### src/rtl/imem_sync.sv
// Synchronous-read instruction store: zero-fill after reset, valid/ready loader, 1-cycle fetch with stall hold.
// Optional per-word parity storage and checking enabled by defining IMEM_PARITY_EN.
module imem_sync #(
  parameter int ADDR_W = 6,
  parameter int DATA_W = 32,
  parameter int DEPTH  = 64
) (
  input  logic              clk,
  input  logic              rst_n,
  input  logic              ld_valid,
  output logic              ld_ready,
  input  logic [ADDR_W-1:0] ld_addr,
  input  logic [DATA_W-1:0] ld_data,
  input  logic              ld_last,
  input  logic              ld_par_flip,
  input  logic              reload,
  input  logic              fetch_req,
  input  logic [ADDR_W-1:0] fetch_addr,
  input  logic              fetch_stall,
  output logic              fetch_valid,
  output logic [DATA_W-1:0] fetch_data,
  output logic              fetch_perr,
  output logic              busy
);

  localparam int IDX_W = (DEPTH > 1) ? $clog2(DEPTH) : 1;
  localparam logic [ADDR_W:0]  DEPTH_L  = DEPTH[ADDR_W:0];
  localparam logic [IDX_W-1:0] LAST_IDX = IDX_W'(DEPTH - 1);

  typedef enum logic [1:0] {
    S_INIT = 2'd0,
    S_LOAD = 2'd1,
    S_RUN  = 2'd2
  } state_t;

  state_t            state;
  logic [IDX_W-1:0]  clr_cnt;
  logic [DATA_W-1:0] mem [DEPTH];

  logic              ld_fire;
  logic              ld_in_range;
  logic              rd_in_range;
  logic [IDX_W-1:0]  rd_idx;
  logic [DATA_W-1:0] rd_word;

  logic              wr_en;
  logic [IDX_W-1:0]  wr_idx;
  logic [DATA_W-1:0] wr_data;

  logic              vld_p1;
  logic [DATA_W-1:0] data_p1;

  assign ld_fire     = ld_valid && ld_ready;
  assign ld_in_range = ({1'b0, ld_addr} < DEPTH_L);
  assign rd_in_range = ({1'b0, fetch_addr} < DEPTH_L);
  assign rd_idx      = fetch_addr[IDX_W-1:0];
  assign rd_word     = rd_in_range ? mem[rd_idx] : '0;

`ifdef IMEM_PARITY_EN
  logic par_mem [DEPTH];
  logic wr_par;
  logic rd_perr;
  logic perr_p1;

  assign rd_perr    = rd_in_range ? (par_mem[rd_idx] ^ (^rd_word)) : 1'b0;
  assign fetch_perr = perr_p1;
`else
  logic unused_par_flip;

  assign unused_par_flip = ld_par_flip;
  assign fetch_perr      = 1'b0;
`endif

  // Single write port shared by the zero-fill sweep and the loader; the two never overlap in time.
  always_comb begin
    wr_en   = 1'b0;
    wr_idx  = '0;
    wr_data = '0;
`ifdef IMEM_PARITY_EN
    wr_par  = 1'b0;
`endif
    case (state)
      S_INIT: begin
        wr_en  = 1'b1;
        wr_idx = clr_cnt;
      end
      S_LOAD: begin
        if (ld_fire && ld_in_range) begin
          wr_en   = 1'b1;
          wr_idx  = ld_addr[IDX_W-1:0];
          wr_data = ld_data;
`ifdef IMEM_PARITY_EN
          wr_par  = (^ld_data) ^ ld_par_flip;
`endif
        end
      end
      default: ;
    endcase
  end

  always_ff @(posedge clk) begin
    if (wr_en) begin
      mem[wr_idx] <= wr_data;
`ifdef IMEM_PARITY_EN
      par_mem[wr_idx] <= wr_par;
`endif
    end
  end

  // Control and fetch output stage (p1): reset clears outputs so the core never sees stale words.
  always_ff @(posedge clk or negedge rst_n) begin
    if (!rst_n) begin
      state    <= S_INIT;
      clr_cnt  <= '0;
      ld_ready <= 1'b0;
      busy     <= 1'b1;
      vld_p1   <= 1'b0;
      data_p1  <= '0;
`ifdef IMEM_PARITY_EN
      perr_p1  <= 1'b0;
`endif
    end else begin
      case (state)
        S_INIT: begin
          if (clr_cnt == LAST_IDX) begin
            state    <= S_LOAD;
            ld_ready <= 1'b1;
            busy     <= 1'b0;
          end else begin
            clr_cnt <= clr_cnt + 1'b1;
          end
        end
        S_LOAD: begin
          vld_p1 <= 1'b0;
          if (ld_fire && ld_last) begin
            state    <= S_RUN;
            ld_ready <= 1'b0;
          end
        end
        S_RUN: begin
          if (reload) begin
            state    <= S_LOAD;
            ld_ready <= 1'b1;
            vld_p1   <= 1'b0;
          end else if (!fetch_stall) begin
            vld_p1 <= fetch_req;
            if (fetch_req) begin
              data_p1 <= rd_word;
`ifdef IMEM_PARITY_EN
              perr_p1 <= rd_perr;
`endif
            end
          end
        end
        default: begin
          state    <= S_INIT;
          clr_cnt  <= '0;
          ld_ready <= 1'b0;
          busy     <= 1'b1;
          vld_p1   <= 1'b0;
        end
      endcase
    end
  end

  assign fetch_valid = vld_p1;
  assign fetch_data  = data_p1;

endmodule
### config.mk
export PLATFORM = sky130hd
export DESIGN_NAME = imem_sync
export DESIGN_NICKNAME = d
export VERILOG_FILES = /design/src/rtl/imem_sync.sv
export SDC_FILE = /design/constraint.sdc
export NUM_CORES = 2
export LEC_CHECK = 0
export CORE_MARGIN = 2
export CORE_UTILIZATION = 56
export CTS_CLUSTER_SIZE = 8
export DETAILED_ROUTE_END_ITERATION = 8
export PLACE_DENSITY = 0.75
export SETUP_SLACK_MARGIN = 0.4
export SYNTH_ARGS = -nofsm -noshare
export SYNTH_HDL_FRONTEND = slang
export SYNTH_SLANG_ARGS = --single-unit
### constraint.sdc
create_clock -name clk -period 5.2 [get_ports clk]
set_input_delay 0.78 -clock clk [delete_from_list [all_inputs] [get_ports clk]]
set_output_delay 0.78 -clock clk [all_outputs]
set_load 0.01 [all_outputs]
==> reports/qor.yml <==
overflow: 0
status: "complete, no violations"
cts-root-buf: "clkbuf_16"
routabilityCongestion: 0.804
holdBufCountCts: 0
slowest_delay_ps: 530
io_pins: 88
fin_worst_skew_ps: 44.7
ir_drop_uv: 398
maxCapViolCount: 0
finalCritPeriodShare_pct: 68.8
whs_ps: 73.9
die-area_um2: 147000
grt_pass1_vias: 42641
die_x_um: 383
worst_setup_path_end_kind: "flip-flop"
postCtsSetupBuffers: 0
fillers: 8823
crit_chain: "inv_1, ha_1, a22o_1, nand3_1, buf_4, nor2_4, buf_4"
core_area_um2: 143000
stdcell_count: 6217
cts_tree: "done"
max_freq_mhz: 279
min_path_type: "in -> async"
placedCellCount: 5800
crit_top_cell: "buf_4"
cts.path.max_buffers: 4
via_per_inst: 6.66
clkSlewWorstSetupHoldPaths_ps: 50
crit_end: "mem[30][21]"
worst_setup_path_start_kind: "flip-flop"
placementRows: 139
synth_cell_type_count: 40
most-common-layout-cells: "edfxtp_1, mux2i_1, mux4_2, clkbuf_16, a22oi_1"
drive_gt1_share_pct: 22.5
drt_wl_total_um: 200000
io_buffers: 85
final_common_cell: "edfxtp_1"
r2r-start: "state[0]"
hold_viol_final: 0
p_per_area_nw_per_um2: 435
crit_required_ps: 5740
startpoint: "state[0]"
critPathKind: "reg -> reg"
arrival_ps: 4110
placed_cell_area_um2: 84800
firstDrtPassIters: 5
critPathMaxFanout: 17
drc: 0
reg2regPathDepth: 7
p_leak_nw: 30.5
drv_slew: 0
ys_warn_count: 0
rsz0062_at_grt: "false"
cts_num_sinks: 2091
worst_pin_slew_ps: 1380
regToRegEndpoint: "mem[30][21]"
cts_resized: 0
grtUsageTotal_pct: 27.5
syn_area_per_cell_um2: 20.8
num_vias: 41397
cp_slowest_cell: "nor2_4"
tns_ps: 0
ant_nets: 0
final_area_um2: 93200
dp_hpwl_um: 105000
dr.first_iter.drc_count: 5588
die_h_um: 383
syn2layout_area_growth_pct: 15.8
synthesis.nets: 3923
setup_violations: 0
grt_pass1_wl_um: 289000
synth_edf_count: 2048
wire_per_inst_um: 32.1
period_minus_slack_ps: 3580
start_util_pct: 56.3
ys_async_sr_fraction_pct: 2.06
ys_seq_elements: 2091
antenna_found_initial: 2
synthFlopType: "edfxtp_1"
yosysSeqAreaShare_pct: 77.7
relSlewSlack_pct: 8.32
grt_max_degree: 97
r2r_slack_ps: 1620
syn_area_um2: 80500
htreeDepth: 5
synth_cells: 3865
nets: 4268
insertion_delay_ps: 900
numCtsBuffers: 311
power_mw: 40.5
worst max-delay path: cells and delay by family, from the launching register on:
family / cells / cell delay, ps
buffers and inverters: 3 / 910
AOI/OAI and AO/OA: 1 / 390
adders and majority gates: 1 / 490
DFF: 1 / 430
and+or+nand+nor: 2 / 980
power by group:
part | total (mW) | internal, mW | leakage (nW) | switching [mW]
registers | 19.7 | 19.4 | 19.1 | 0.347
logic | 3.19 | 1.11 | 7.29 | 2.08
clock network | 17.6 | 11.0 | 4.08 | 6.60
total | 40.5 | 31.5 | 30.5 | 9.02
layer usage:
| metal | wire (µm) | GRT usage, % |
|---|---|---|
| met2 | 96700 | 43.8 |
| met5 | 0 | 0 |
| met1 | 74800 | 37.5 |
| met4 | 7190 | 10.6 |
| met3 | 20800 | 5.96 |
cells in the mapped netlist (3+ instances only):
cell type     n  area share, %
a22oi_1     164            1.5
o22ai_1      32           0.25
mux2i_1     416            5.2
buf_4        10          0.093
a2111oi_0    32           0.35
buf_6        10           0.14
a31oi_1      33           0.26
a211oi_1     64           0.60
and2_1       34           0.26
inv_1         5          0.023
nand2b_1      6          0.047
a221o_1      33           0.41
nor2b_1      68           0.53
edfxtp_1   2048             76
o211ai_1     33           0.31
o21ai_0      41           0.25
ha_1          6          0.093
nor2_1       74           0.34
nor3_1       32           0.20
buf_2        66           0.41
nand4_1       3          0.023
a22o_1       40           0.44
nand2_1      16          0.075
dfrtp_1      42            1.3
nand3_1      41           0.25
mux4_2      320            8.9
a21oi_1       5          0.031
clkbuf_1    120           0.56
buf_1        25           0.12
mux2_2       34           0.48
cell families (layout without fill, tap and decap cells):
family / after synthesis / count (layout) / synth area share [%]
other: 1 / 3 / 0.00466
buffers and inverters: 236 / 683 / 1.34
DFF: 2091 / 2091 / 77.7
adders and majority gates: 6 / 6 / 0.0932
and+or+nand+nor: 277 / 277 / 1.76
xor gates and xnor gates: 2 / 2 / 0.0218
muxes: 770 / 770 / 14.6
AOI/OAI and AO/OA: 482 / 482 / 4.47
cell type report:
type | instances | area, µm² | area share (%)
Multi-Input combinational cell | 1538 | 17400 | 18.7
Inverter | 5 | 18.8 | 0.0201
Antenna cell | 2 | 5.00 | 0.00537
Sequential cell | 2091 | 62600 | 67.1
Timing Repair Buffer | 263 | 2400 | 2.57
Clock inverter | 5 | 72.6 | 0.0778
Tap cell | 1903 | 2380 | 2.55
Clock buffer | 410 | 8350 | 8.95
how the worst min path moves through the flow:
stage               start        endpoint  slack, ps  depth (start not counted)
floorplan           rst_n      clr_cnt[0]        480                          0
global placement     busy            busy        520                          2
detailed placement   busy            busy        510                          2
CTS                 rst_n  fetch_data[25]         30                          2
global route        rst_n  fetch_data[25]         90                          2
finish              rst_n  fetch_data[22]         70                          2
state kept, by name (all words and copies together) (netlist names):
register and count:
mem 2048, fetch_valid 1, busy 1, clr_cnt 6
state 2, fetch_data 32, ld_ready 1
stage by stage:
stage | util (%) | setup slack (ps)
floorplan | - | 1450
global placement | 59.3 | 1150
detailed placement | 59.3 | 1080
CTS | 65.1 | 1630
global route | 65.1 | 1450
finish | 65.1 | 1620
(Power assumes the default switching activity.)
